$ cat src/rtl/adder_share_arbiter.sv
// Round-robin arbiter that time-shares one external combinational adder between NREQ clients.
// Operands are registered onto the adder, held for SETTLE cycles, and the sum is returned with the client ID.
module adder_share_arbiter #(
    parameter int WIDTH  = 13,
    parameter int NREQ   = 4,
    parameter int SETTLE = 2,
    parameter int IDW    = 2
) (
    input  logic                    i_clk,
    input  logic                    i_rst_n,
    input  logic [NREQ-1:0]         i_req_valid,
    input  logic [NREQ*WIDTH-1:0]   i_req_a,
    input  logic [NREQ*WIDTH-1:0]   i_req_b,
    output logic [NREQ-1:0]         o_req_ready,
    output logic [WIDTH-1:0]        o_add_term1,
    output logic [WIDTH-1:0]        o_add_term2,
    input  logic [WIDTH:0]          i_add_result,
    output logic                    o_rsp_valid,
    output logic [IDW-1:0]          o_rsp_id,
    output logic [WIDTH:0]          o_rsp_sum,
    input  logic                    i_rsp_ready,
    output logic                    o_busy
);

    localparam int CW = IDW + 2;
    localparam logic [CW-1:0] NREQ_C = CW'(NREQ);

    typedef enum logic [1:0] {
        ST_IDLE   = 2'd0,
        ST_SETTLE = 2'd1,
        ST_RESP   = 2'd2
    } state_t;

    state_t           state;
    state_t           state_nxt;
    logic [3:0]       cnt;
    logic [IDW-1:0]   last_grant;
    logic             grant_found;
    logic [IDW-1:0]   grant_idx;
    logic [CW-1:0]    cand;
    logic [WIDTH-1:0] sel_a;
    logic [WIDTH-1:0] sel_b;

    // Search starts one past the previous winner and wraps modulo NREQ.
    always_comb begin
        grant_found = 1'b0;
        grant_idx   = '0;
        cand        = '0;
        for (int i = 0; i < NREQ; i++) begin
            cand = CW'(last_grant) + CW'(i + 1);
            if (cand >= NREQ_C)
                cand = cand - NREQ_C;
            if (!grant_found && i_req_valid[cand[IDW-1:0]]) begin
                grant_found = 1'b1;
                grant_idx   = cand[IDW-1:0];
            end
        end
    end

    always_comb begin
        sel_a = '0;
        sel_b = '0;
        for (int k = 0; k < NREQ; k++) begin
            if (grant_idx == IDW'(k)) begin
                sel_a = i_req_a[k*WIDTH +: WIDTH];
                sel_b = i_req_b[k*WIDTH +: WIDTH];
            end
        end
    end

    // Ready is forced low while reset is held, even though the state already reads IDLE.
    assign o_req_ready = (i_rst_n && state == ST_IDLE && grant_found) ?
                         (NREQ'(1) << grant_idx) : '0;
    assign o_busy      = (state != ST_IDLE);

    always_ff @(posedge i_clk or negedge i_rst_n) begin
        if (!i_rst_n)
            state <= ST_IDLE;
        else
            state <= state_nxt;
    end

    always_comb begin
        state_nxt = state;
        case (state)
            ST_IDLE:   if (grant_found)    state_nxt = ST_SETTLE;
            ST_SETTLE: if (cnt == '0)      state_nxt = ST_RESP;
            ST_RESP:   if (i_rsp_ready)    state_nxt = ST_IDLE;
            default:                       state_nxt = ST_IDLE;
        endcase
    end

    always_ff @(posedge i_clk or negedge i_rst_n) begin
        if (!i_rst_n) begin
            o_add_term1 <= '0;
            o_add_term2 <= '0;
            o_rsp_id    <= '0;
            o_rsp_sum   <= '0;
            o_rsp_valid <= 1'b0;
            cnt         <= '0;
            last_grant  <= IDW'(NREQ - 1);
        end else begin
            case (state)
                ST_IDLE: begin
                    if (grant_found) begin
                        o_add_term1 <= sel_a;
                        o_add_term2 <= sel_b;
                        o_rsp_id    <= grant_idx;
                        last_grant  <= grant_idx;
                        cnt         <= 4'(SETTLE - 1);
                    end
                end
                ST_SETTLE: begin
                    if (cnt != '0) begin
                        cnt <= cnt - 4'd1;
                    end else begin
                        o_rsp_sum   <= i_add_result;
                        o_rsp_valid <= 1'b1;
                    end
                end
                ST_RESP: begin
                    if (i_rsp_ready)
                        o_rsp_valid <= 1'b0;
                end
                default: ;
            endcase
        end
    end

endmodule
$ cat config.mk
export PLATFORM = sky130hd
export DESIGN_NAME = adder_share_arbiter
export DESIGN_NICKNAME = d
export VERILOG_FILES = /design/src/rtl/adder_share_arbiter.sv
export SDC_FILE = /design/constraint.sdc
export NUM_CORES = 1
export LEC_CHECK = 0
export ABC_AREA = 1
export BUFFER_PORTS_ARGS = -buffer_cell sky130_fd_sc_hd__buf_2
export CORE_AREA = 2 2 109 90
export DETAILED_ROUTE_END_ITERATION = 6
export DIE_AREA = 0 0 111 92
export PLACE_DENSITY = 0.68
export SLEW_MARGIN = 20
export SYNTH_ARGS = -nofsm -noshare
export SYNTH_HDL_FRONTEND = slang
export SYNTH_SLANG_ARGS = --single-unit
$ cat constraint.sdc
create_clock -name i_clk -period 1.98 [get_ports i_clk]
set_input_delay 0.198 -clock i_clk [delete_from_list [all_inputs] [get_ports i_clk]]
set_output_delay 0.198 -clock i_clk [all_outputs]
set_load 0.01 [all_outputs]
==> key figures <==
Detailed routing
  • Total number of vias: 3780
  • Detailed-router iteration count before antenna repair: 4
  • Vias per cell: 4.78
  • Starting DRT DRC Count: 291
  • Detailed-route wire length: 10900 microns
  • WL/cell: 13.9 microns
  • DRC violations left: 0
  • Count of nets left with antenna violations after detail routing: 0

CTS
  • Deepest clock path buffer count: 2
  • CTS tree: done
  • Hold buffer count at cts: 0
  • CTS Root Buffer Type: sky130_fd_sc_hd__clkbuf_16
  • Reg clk slew, reported paths: 0.07 ns
  • Worst-Skew Late Latency: 0.29 ns
  • Number of CTS-inserted buffers: 5
  • H-tree lvl count: 2
  • Number of clock sinks seen by CTS: 51

Power and ir drop
  • Power density relative to cell area: 2260 nW/um^2
  • Pleak: 2.74 nW
  • Peak VDD IR: 926 uV
  • Fraction of power consumed by the clock network: 8.0%
  • Cell internal pwr: 0.00585 W
  • Relative contribution of combinational cells to total power: 75.2%
  • Net switching share of the total power: 47.9%
  • Switching power total: 0.00538 W
  • Sequential share of power: 16.8%

Synth
  • Number of distinct library cells after synthesis: 26
  • Synthesized Nets: 577
  • Average cell area after synthesis: 7.06 sq um
  • Warnings from Yosys: 0
  • Gate count after technology mapping: 451
  • Flip-flop and latch count after synthesis: 51
  • Area of the mapped netlist: 3180 sq um
  • Sequential cell area fraction in the yosys report: 40.2%

Finish
  • Summed area of non-filler cells in the final layout: 4970 sq um
  • Area used by multi-input combinational logic: 1800 sq um
  • Final instance count without filler cells: 790
  • Fill cell total of the finished layout: 863
  • Ratio of cells with drive above 1 in the final layout: 45.9%
  • Area growth syn-to-layout: 56.1%
  • Antenna cells: 0
  • Register area: 1280 sq um
  • Layout net count: 796

Critical path
  • Cell at the slowest stage of the critical path: sky130_fd_sc_hd__dfstp_2
  • Data required, critical path: 2.20 ns
  • Critical Path Sink Type: flop
  • Nature of the critical path startpoint: flop
  • Critical Setup Path Class: reg -> reg
  • Largest stage delay on the critical path: 0.60 ns
  • CP Data Arrival Time: 2.66 ns
  • Cell type group with the largest total delay on the critical path: simple AND/OR/NAND/NOR gates
  • Max Fanout on Critical Path: 6
  • Critical path, cell by cell: inv_4 > buf_6 > nand2_1 > nand2_2 > nor2_2 > nor2_1 > nand3_4 > nand2_8 > buf_6 > buf_4 > nor2_4 > buf_6 > nand2_1 > nand3_1 > nor2_1 > nor2_1
  • Crit path buf inv count: 5

Floorplan
  • Die area: 10200 sq um
  • Ports placed on the boundary: 173
  • Placeable core area: 9250 sq um
  • Number of standard-cell rows in the floorplan: 32
  • Floorplan die height: 92 microns
  • Initial Util: 34.4%
  • Die Width: 111 microns

Global routing
  • Global Route Usage Sum: 21.5%
  • Wire length of the first global-routing pass: 17900 microns
  • Largest net degree at the start of global routing: 52
  • Vias in the first global route: 3761
  • Antenna violations before repair: 0
  • Grt ovf: 0

Run
  • Reported max-cap violation count: 0

Placed design
  • # port buffers: 172
  • Detailed-placement wirelength estimate: 7660 microns
  • Post-Place Cell Area: 4310 sq um
  • RePlAce Congestion: 1.01
  • Placed cell count: 752

STA
  • Setup violations, final: 37
  • Final cycle utilization of the critical path: 123%
  • Number of pins exceeding their max-slew limit in the final report: 0
  • Setup slack of the critical path after layout: -0.459 ns
  • Unrepaired setup endpoints after global routing: yes
  • Worst Skew: 0.00534 ns
  • Transition time of the tightest slew-check pin: 0.659 ns
  • Endpoints failing hold: 0
  • Fmax: 410 MHz
  • Worst rel slew slack: 56.1%
  • Final critical path time including I/O delays and setup: 2.44 ns

Run status
  • Result of the run: complete, but fails checks
  • Violated checks: setup timing

Min path
  • Hold/Removal Path Class: in -> async
[routing by layer]
layer / track usage, % / up-vias / wire [microns]
met5: 0 / - / 0
met4: 5.42 / 0 / 159
met3: 4.16 / 16 / 629
met2: 37.6 / 148 / 5390
met1: 27.5 / 1740 / 4760
li1: - / 1876 / -
[cell usage in the layout (no fill, tap or decap)]
master / instances
sky130_fd_sc_hd__inv_4: 1
sky130_fd_sc_hd__ha_1: 1
sky130_fd_sc_hd__nand3b_1: 5
sky130_fd_sc_hd__xor2_1: 1
sky130_fd_sc_hd__nand3_2: 3
sky130_fd_sc_hd__nor2_2: 2
sky130_fd_sc_hd__nand2_1: 136
sky130_fd_sc_hd__inv_6: 1
sky130_fd_sc_hd__a21boi_1: 1
sky130_fd_sc_hd__a21oi_1: 3
sky130_fd_sc_hd__nand2_8: 2
sky130_fd_sc_hd__nand3_4: 3
sky130_fd_sc_hd__buf_12: 1
sky130_fd_sc_hd__buf_2: 172
sky130_fd_sc_hd__o21ai_1: 14
sky130_fd_sc_hd__inv_2: 5
sky130_fd_sc_hd__o21ai_2: 1
sky130_fd_sc_hd__nand3_1: 58
sky130_fd_sc_hd__dfrtp_1: 49
sky130_fd_sc_hd__buf_8: 3
sky130_fd_sc_hd__nor2_4: 5
sky130_fd_sc_hd__inv_1: 35
sky130_fd_sc_hd__nand4_1: 9
sky130_fd_sc_hd__dfstp_2: 2
sky130_fd_sc_hd__mux2_2: 14
sky130_fd_sc_hd__clkinv_4: 1
sky130_fd_sc_hd__nand2_4: 9
sky130_fd_sc_hd__buf_6: 18
sky130_fd_sc_hd__clkinvlp_4: 1
sky130_fd_sc_hd__nor2_1: 40
sky130_fd_sc_hd__nand2_2: 17
sky130_fd_sc_hd__clkbuf_16: 5
sky130_fd_sc_hd__o21ai_0: 11
sky130_fd_sc_hd__buf_4: 39
sky130_fd_sc_hd__nor3_2: 2
sky130_fd_sc_hd__clkbuf_8: 1
[worst reg2reg max path, cell delays in order, from the launching register on]
cell and delay (ns):
sky130_fd_sc_hd__dfstp_2 0.60, sky130_fd_sc_hd__inv_4 0.07, sky130_fd_sc_hd__buf_6 0.14, sky130_fd_sc_hd__nand2_1 0.11
sky130_fd_sc_hd__nand2_2 0.09, sky130_fd_sc_hd__nor2_2 0.16, sky130_fd_sc_hd__nor2_1 0.10, sky130_fd_sc_hd__nand3_4 0.13
sky130_fd_sc_hd__nand2_8 0.08, sky130_fd_sc_hd__buf_6 0.13, sky130_fd_sc_hd__buf_4 0.14, sky130_fd_sc_hd__nor2_4 0.21
sky130_fd_sc_hd__buf_6 0.17, sky130_fd_sc_hd__nand2_1 0.06, sky130_fd_sc_hd__nand3_1 0.07, sky130_fd_sc_hd__nor2_1 0.04
sky130_fd_sc_hd__nor2_1 0.09
[Yosys cell counts (all sizes together)]
library cell  number  area share, %
a21boi             1           0.24
a21oi              3           0.47
buf               19            4.3
clkbuf             4           0.47
dfrtp             49             39
dfstp              2            1.7
ha                 1           0.39
inv               42            5.0
mux2              14            5.0
nand2            163             20
nand3             64             10
nand3b             5            1.2
nand4              9            1.8
nor2              46            6.2
nor3               2           0.31
o21ai             26            4.1
xor2               1           0.28
[power groups by stage]
stage	Combinational, W	Clock (W)	Sequential (W)
final	0.00844	0.000903	0.00188
after detailed placement	0.00654	0	0.00191
after global placement	0.00640	0	0.00189
after CTS	0.00780	0.000934	0.00188
after floorplan	0.00424	0	0.00209
after global routing	0.00929	0.000984	0.00196
[registers in the layout, indices dropped and copies added, names as in the netlist]
register,count
cnt,4
last_grant,2
o_add_term1,13
o_add_term2,13
o_rsp_id,2
o_rsp_sum,14
o_rsp_valid,1
state,2
[area by class of cell]
type	instances	area share, %
multi-input combinational	337	36.2
timing repair buffer	233	28.6
sequential	51	25.7
inverter	42	3.32
tap	119	3.00
clock buffer	6	2.80
clock inverter	2	0.327
[path summary, 6_finish.rpt]
kind                               startpoint        endpoint  slack [ns]  cells after the start
worst max-delay path            last_grant[0]  o_add_term1[2]       -0.46                     16
worst min-delay path                  i_rst_n  o_add_term2[7]        0.08                      2
worst max register to register  last_grant[0]  o_add_term1[2]       -0.46                     16
worst min register to register         cnt[0]          cnt[0]        0.47                      1
max in group asynchronous             i_rst_n    o_rsp_sum[2]        1.47                      2
min in group i_clk                i_rsp_ready        state[1]        0.12                      2
[per-stage QoR]
| step | power (W) | TNS [ns] | utilization (%) | setup WS, ns | hold slack, ns |
|---|---|---|---|---|---|
| after floorplan | 0.00633 | 0 | - | 0.00654 | -0.0976 |
| after global placement | 0.00830 | -3.18 | 46.6 | -0.130 | 0.412 |
| after detailed placement | 0.00845 | -5.95 | 46.6 | -0.234 | 0.419 |
| after CTS | 0.0106 | -8.54 | 52.0 | -0.356 | 0.110 |
| after global routing | 0.0122 | -17.30 | 53.7 | -0.595 | 0.132 |
| final | 0.0112 | -12.55 | 53.7 | -0.459 | 0.0776 |
[repair_timing]
item	in CTS	in global routing
pin swaps	19	20
gates cloned	2	1
setup endpoints to repair	36	38
gates resized for setup	46	31
buffers inserted	23	4
[cell families after synthesis]
kind of cell | count (synthesis) | share of synthesized area, %
buffers and inverters | 65 | 9.71
AO/OA/AOI/OAI | 30 | 4.80
XOR/XNOR | 1 | 0.275
multiplexers | 14 | 4.95
flip-flops | 51 | 40.2
adder cells (fa/ha/maj) | 1 | 0.393
AND/OR/NAND/NOR | 289 | 39.7
No activity file was read; power rests on OpenSTA's default activity.
